File: config.mk
export PLATFORM = sky130hd
export DESIGN_NAME = mem_access_seq_flat
export DESIGN_NICKNAME = d
export VERILOG_FILES = /design/src/rtl/mem_access_seq_if.sv /design/src/rtl/mem_access_seq.sv /design/src/flat_wrapper.sv
export SDC_FILE = /design/constraint.sdc
export NUM_CORES = 1
export LEC_CHECK = 0
export CORE_MARGIN = 3
export CORE_UTILIZATION = 42
export CTS_CLUSTER_SIZE = 28
export DETAILED_ROUTE_END_ITERATION = 16
export PLACE_DENSITY_LB_ADDON = 0.25
export SYNTH_ARGS = -nofsm -noshare
export SYNTH_HDL_FRONTEND = slang
export SYNTH_SLANG_ARGS = --single-unit
File: constraint.sdc
create_clock -name clk -period 5.05 [get_ports clk]
set_input_delay 0.7575 -clock clk [delete_from_list [all_inputs] [get_ports clk]]
set_output_delay 0.7575 -clock clk [all_outputs]
set_load 0.01 [all_outputs]
File: src/rtl/mem_access_seq_if.sv
// mem_access_seq_if: sequencer bus; req_* request in, resp_* result out, busy stall, mem_* byte memory port
interface mem_access_seq_if #(parameter int ADDR_W = 32);
  logic req_valid, req_ready, req_write, req_byte, req_unsigned;
  logic [ADDR_W-1:0] req_addr;
  logic [31:0] req_wdata;
  logic resp_valid;
  logic [31:0] resp_rdata;
  logic busy;
  logic [ADDR_W-1:0] mem_addr;
  logic mem_we;
  logic [7:0] mem_wdata, mem_rdata;
  modport slave (
    input req_valid, req_write, req_byte, req_unsigned, req_addr, req_wdata, mem_rdata,
    output req_ready, resp_valid, resp_rdata, busy, mem_addr, mem_we, mem_wdata
  );
  modport master (
    output req_valid, req_write, req_byte, req_unsigned, req_addr, req_wdata, mem_rdata,
    input req_ready, resp_valid, resp_rdata, busy, mem_addr, mem_we, mem_wdata
  );
endinterface

File: src/rtl/mem_access_seq.sv
// mem_access_seq: byte/word load-store sequencer; clk, rst (async high), bus = request/response handshake + byte-wide memory port
module mem_access_seq #(parameter int ADDR_W = 32) (
  input logic clk,
  input logic rst,
  mem_access_seq_if.slave bus
);
  localparam logic [1:0] IDLE = 2'd0, XFER = 2'd1, DONE = 2'd2;
  logic [1:0] state_q, cnt_q;
  logic [ADDR_W-1:0] base_q;
  logic write_q, byte_q, uns_q, last;
  logic [3:0][7:0] wdata_q, buf_q, buf_n;
  logic [31:0] rdata_q;
  // the final byte is folded in combinationally so the result can be registered on the edge entering DONE
  always_comb begin
    buf_n = buf_q;
    buf_n[cnt_q] = bus.mem_rdata;
  end
  assign last = byte_q ? cnt_q == 2'd0 : cnt_q == 2'd3;
  assign bus.req_ready = state_q == IDLE && !rst;
  assign bus.busy = state_q != IDLE;
  assign bus.resp_valid = state_q == DONE;
  assign bus.resp_rdata = rdata_q;
  assign bus.mem_addr = base_q + ADDR_W'(cnt_q);
  assign bus.mem_we = state_q == XFER && write_q;
  assign bus.mem_wdata = wdata_q[cnt_q];
  always_ff @(posedge clk or posedge rst)
    if (rst) begin
      state_q <= IDLE;
      cnt_q <= '0;
      base_q <= '0;
      write_q <= 1'b0;
      byte_q <= 1'b0;
      uns_q <= 1'b0;
      wdata_q <= '0;
      buf_q <= '0;
      rdata_q <= '0;
    end else begin
      case (state_q)
        IDLE: if (bus.req_valid) begin
          state_q <= XFER;
          cnt_q <= '0;
          base_q <= bus.req_addr;
          write_q <= bus.req_write;
          byte_q <= bus.req_byte;
          uns_q <= bus.req_unsigned;
          wdata_q <= bus.req_wdata;
        end
        XFER: begin
          cnt_q <= cnt_q + 2'd1;
          if (!write_q) buf_q <= buf_n;
          if (last) state_q <= DONE;
          if (last && !write_q) rdata_q <= byte_q ? {{24{~uns_q & buf_n[0][7]}}, buf_n[0]} : buf_n;
        end
        default: state_q <= IDLE;
      endcase
    end
endmodule

File: src/flat_wrapper.sv
// flat-port wrapper written by rule: the top's interface ports become plain ports
module mem_access_seq_flat 
#(parameter int ADDR_W = 32)
  (clk, rst, bus_req_valid, bus_req_write, bus_req_byte, bus_req_unsigned, bus_req_addr, bus_req_wdata, bus_mem_rdata, bus_req_ready, bus_resp_valid, bus_resp_rdata, bus_busy, bus_mem_addr, bus_mem_we, bus_mem_wdata);
  mem_access_seq_if #(.ADDR_W(ADDR_W)) bus_i ();
  input logic clk;
  input logic rst;
  input wire logic [$bits(bus_i.req_valid)-1:0] bus_req_valid;
  input wire logic [$bits(bus_i.req_write)-1:0] bus_req_write;
  input wire logic [$bits(bus_i.req_byte)-1:0] bus_req_byte;
  input wire logic [$bits(bus_i.req_unsigned)-1:0] bus_req_unsigned;
  input wire logic [$bits(bus_i.req_addr)-1:0] bus_req_addr;
  input wire logic [$bits(bus_i.req_wdata)-1:0] bus_req_wdata;
  input wire logic [$bits(bus_i.mem_rdata)-1:0] bus_mem_rdata;
  output wire logic [$bits(bus_i.req_ready)-1:0] bus_req_ready;
  output wire logic [$bits(bus_i.resp_valid)-1:0] bus_resp_valid;
  output wire logic [$bits(bus_i.resp_rdata)-1:0] bus_resp_rdata;
  output wire logic [$bits(bus_i.busy)-1:0] bus_busy;
  output wire logic [$bits(bus_i.mem_addr)-1:0] bus_mem_addr;
  output wire logic [$bits(bus_i.mem_we)-1:0] bus_mem_we;
  output wire logic [$bits(bus_i.mem_wdata)-1:0] bus_mem_wdata;
  assign bus_i.req_valid = bus_req_valid;
  assign bus_i.req_write = bus_req_write;
  assign bus_i.req_byte = bus_req_byte;
  assign bus_i.req_unsigned = bus_req_unsigned;
  assign bus_i.req_addr = bus_req_addr;
  assign bus_i.req_wdata = bus_req_wdata;
  assign bus_i.mem_rdata = bus_mem_rdata;
  assign bus_req_ready = bus_i.req_ready;
  assign bus_resp_valid = bus_i.resp_valid;
  assign bus_resp_rdata = bus_i.resp_rdata;
  assign bus_busy = bus_i.busy;
  assign bus_mem_addr = bus_i.mem_addr;
  assign bus_mem_we = bus_i.mem_we;
  assign bus_mem_wdata = bus_i.mem_wdata;
  mem_access_seq #(.ADDR_W(ADDR_W)) u_core (.clk(clk), .rst(rst), .bus(bus_i));
endmodule
-- Word level (Yosys, flattened, before mapping)
Cells that the tools add are included.
- register bits after elaboration: 135
- muxes and demuxes: 12
- add/subtract/negate cells: 2
- reductions and logical operators: 15
- equality and inequality tests: 5
- bitwise logic cells: 3
- $lt $le $gt $ge: 2
- operators by type and width (kind ; number):
    adder 32 x 2 -> 32 bit ; 1
    bitwise mux 32 bit ; 1
    two-way mux 32 bit ; 1
    binary-select mux 8 bit (select 2 bit) ; 1
    demux 8 bit (select 2 bit) ; 1
    two-way mux 8 bit ; 2
    AND reduction 2 bit ; 5
    one-hot mux 2 bit (2 select lines) ; 2
    two-way mux 2 bit ; 3
    == test 2 bit, second input constant ; 2
    logical AND 1 bit ; 4
    logical NOT 2 bit ; 2
    nonzero test 2 bit ; 2
    < comparator 2 x 3 -> 1 bit, second input constant ; 1
    adder 2 x 1 -> 2 bit, second input constant ; 1
    == test 2 x 1 -> 1 bit, second input constant ; 1
    >= comparator 2 x 1 -> 1 bit, second input constant ; 1
    logical NOT 1 bit ; 2
    inequality test 2 x 1 -> 1 bit, second input constant ; 1
    inequality test 2 bit, second input constant ; 1
    NOT 1 bit ; 2
    AND 1 bit ; 1
    two-way mux 1 bit ; 1

-- Depth between registers and ports, before layout
- depth in word-level cells: 7
- gate-level depth with buffers: 9
- gate-level depth less buffers: 7

-- Worst setup path after synthesis
OpenSTA, ideal clock, no wires.
- kind: register to output
- start: reg u_core.cnt_q[1]
- end: out bus_mem_addr[22]
- buffers on the path: 2
- cell stages (with the launch flop): 9
- arrival time: 2.396 ns
- setup slack: 1.897 ns
- cell sequence: dfrtp_1 clkbuf_1 inv_1 fa_1 nand3b_1 or2_2 clkbuf_1 nor4_4 xor2_1
- word-level cells in the longest chain between the ends: 1
- ends and longest elaborated chain (item ; RTL line ; source):
    start: declaration ; mem_access_seq.sv:8 ; logic [1:0] state_q, cnt_q;
    start signal: assignment ; mem_access_seq.sv:49 ; cnt_q <= cnt_q + 2'd1;
    adder 32 x 2 -> 32 bit ; mem_access_seq.sv:23 ; assign bus.mem_addr = base_q + ADDR_W'(cnt_q);
    end: declaration ; flat_wrapper.sv:19 ; output wire logic [$bits(bus_i.mem_addr)-1:0] bus_mem_addr;
Every way passes these cells.

-- Worst setup path in the final report
- start: reg u_core.cnt_q[0]
- end: out bus_mem_addr[24]
Same word-level chain as after synthesis.

==> flow_summary.toml <==
[cts]
cts_root_buf = "clkbuf_16"
cts_hold_buffers = 0
h-tree-depth = 4
cts_tree = "yes"
clock-sinks = 135
ctsResizeCount = 0
path_clk_slew_ps = 50
numCtsBuffers = 17
cts_setup_buffers = 0
clk_path_buf_depth = 2
clk_latency_ps = 420

[setup_path]
worst_path_dominant_cell_family = "simple AND/OR/NAND/NOR gates"
end_kind = "output pin"
path_max_fanout = 14
critPathSlowestCell = "dfrtp_1"
criticalPathCategory = "flop to output pin"
start_kind = "flop"
cp.arrival_ps = 3580
max_stage_delay_ps = 790
path_cells = "ha_1 > inv_1 > fa_1 > nand3b_1 > nor4_4 > nand4_1 > xnor2_1 > clkdlybuf4s50_1"
required_ps = 4290
cp_num_buf_inv = 2

[logic_synthesis]
yosysWarningCount = 0
synth_seq_cells = 135
yosysTopAreaCellShare_pct = 53.02
synth-simple-area-share_pct = 11.00
synth_compound_area_share_pct = 6.441
ys_seq_area_share_pct = 53.02
synth_area_leaders = "dfrtp_1 (53%), mux2_2 (11%), mux2i_1 (5.3%)"
synthMuxAreaShare_pct = 21.07
synthArstFlopShare_pct = 100.0
syn_inst = 525
synth_top_family_by_area = "multiplexers"
postSynthAreaPerCell_um2 = 12.14
synth_area_um2 = 6371
synth_top_area_cell = "dfrtp_1"
netlist-cell-type-count = 43
syn_nets = 610
synth_ff_type = "dfrtp_1"
synth_xor_area_share_pct = 4.124
synth-adder-area-share_pct = 1.493
synth_edf_count = 0

[sta]
worst_slew_pin_slew_ps = 1016
finalSetupTns_ps = 0
setup_violations = 0
period_minus_slack_ps = 4338
hold_violations = 0
max_slew_margin_pct = 32.14
slew_violations = 0
worst_slack_ps = 712.0
fmax_mhz = 230.5
finClkSkew_ps = 4.412
period_share_pct = 85.90
rsz0062_at_grt = "no"
timing.hold.ws_ps = 484.8

[cells_and_area]
final_cell_mix = "clkdlybuf4s50_1 (153), dfrtp_1 (135), mux2_2 (64)"
fin_nets = 756
layout_commonest_cell = "clkdlybuf4s50_1"
drive_gt1_share_pct = 17.54
area_delta_synth_final_pct = 35.62
antenna_cells = 0

[global_routing]
grt_max_degree = 70
grt-ovfl-total = 0
grt_pass1_vias = 4715
grt_pass1_wl_mm = 23.94
antenna_found_initial = 0
grt_use_total_pct = 18.54

[pwr]
p_total_mw = 5.841
power.density_nw_per_um2 = 676.0
swShare_pct = 33.98
leakagePower_nw = 3.496
p_seq_share_pct = 35.3
p_comb_share_pct = 44.4
power.internal_mw = 3.856
switching_power_mw = 1.985
ir_worst_vdd_mv = 0.2986
clockPowerShare_pct = 20.3

[die]
rows = 44
die_w_um = 129.2
die_h_um = 129.2
design.portCount = 154
core_region_area_um2 = 14700
start_util_pct = 43.34
dieArea_um2 = 16680

[routing]
viasPerCell = 5.195
drtPass1Iterations = 4
drt_wl_total_mm = 15.08
drc_errors = 0
detail-route-antenna-nets = 0
initialDrtViolationCount = 248
wire_per_inst_um = 17.37
via_count = 4509

[place]
port_buffers = 153
place_congestion = 0.8945
pre_cts_slack_ps = 1103
dp_hpwl_mm = 10.90

[outcome]
status = "completed"

[hold_path]
hp-class = "flop to flop"

[flow_run]
cap_violations = 0
## synth_stat cells, drive strengths merged, types with 2 or more instances
master / number
dfrtp: 135
mux2i: 34
and4: 2
o21ai: 7
nand2b: 2
xor2: 11
nor2: 65
nand4: 8
and3: 6
nand3: 13
mux2: 73
mux4: 8
ha: 6
clkbuf: 13
a21oi: 30
xnor2: 19
nor4: 6
inv: 11
or2: 2
o22a: 24
nor3: 5
buf: 18
and2: 2
or3: 2
nand2: 18
## stage by stage
step	std cells	cell area, um^2	util, %
2_1_floorplan	525	6371	-
3_5_place_dp	836	8071	54.91
4_1_cts	868	8641	58.78
6_report	868	8641	58.78
5_1_grt	868	8641	58.78
3_3_place_gp	836	8071	54.91
## registers in the layout, indices dropped and copies added, names as in the netlist
name	count
u_core.state_q	2
u_core.bus.resp_rdata	32
u_core.base_q	32
u_core.buf_q	32
u_core.cnt_q	2
u_core.wdata_q	32
u_core.write_q	1
u_core.uns_q	1
u_core.byte_q	1
## worst paths after layout
path	from	end	slack (ps)	cells past startpoint
worst max-delay path	u_core.cnt_q[0]	bus_mem_addr[24]	710	8
worst min-delay path	u_core.state_q[1]	u_core.state_q[0]	480	1
worst max register to register	u_core.cnt_q[0]	u_core.bus.resp_rdata[28]	2060	6
worst min register to register	u_core.state_q[1]	u_core.state_q[0]	480	1
max in group asynchronous	rst	u_core.base_q[17]	3290	3
min in group asynchronous	rst	u_core.base_q[14]	900	2
## worst reg2reg max path, stage by stage, from the launching register on
cell     delay, ps
dfrtp_1        790
ha_1           620
mux2i_1        280
nor3_4         550
o21ai_1        150
buf_4          250
o22a_1         220
## kinds of logic after synthesis
kind of cell / Yosys count
AO/OA/AOI/OAI: 63
adder cells (fa/ha/maj): 7
flip-flops: 135
buffers and inverters: 42
multiplexers: 115
XOR/XNOR: 30
AND/OR/NAND/NOR: 133
## layer usage
metal  vias to the layer above  track usage [%]  part of all wire, %
met5                         -                0                    0
met3                        31            4.328                  5.6
met4                         0            9.018                  2.7
met2                       142            30.49                   49
li1                       2145                -                    -
met1                      2191            23.13                   43
## area by class of cell
type	instances	area, um^2
clock buffer	24	471.7
inverter	11	43.79
sequential	135	3378
fill	1200	6058
multi-input combinational	348	2825
timing repair buffer	158	1594
clock inverter	8	97.59
tap	184	230.2
## power groups by stage
stage	Clock [mW]	Combinational, mW	Sequential (mW)
after CTS	1.21	2.64	2.06
after global routing	1.26	2.83	2.14
after detailed placement	0	2.63	2.07
after floorplan	0	1.58	1.97
after global placement	0	2.58	2.05
final	1.18	2.60	2.06
Power figures use the tool's default switching activity.
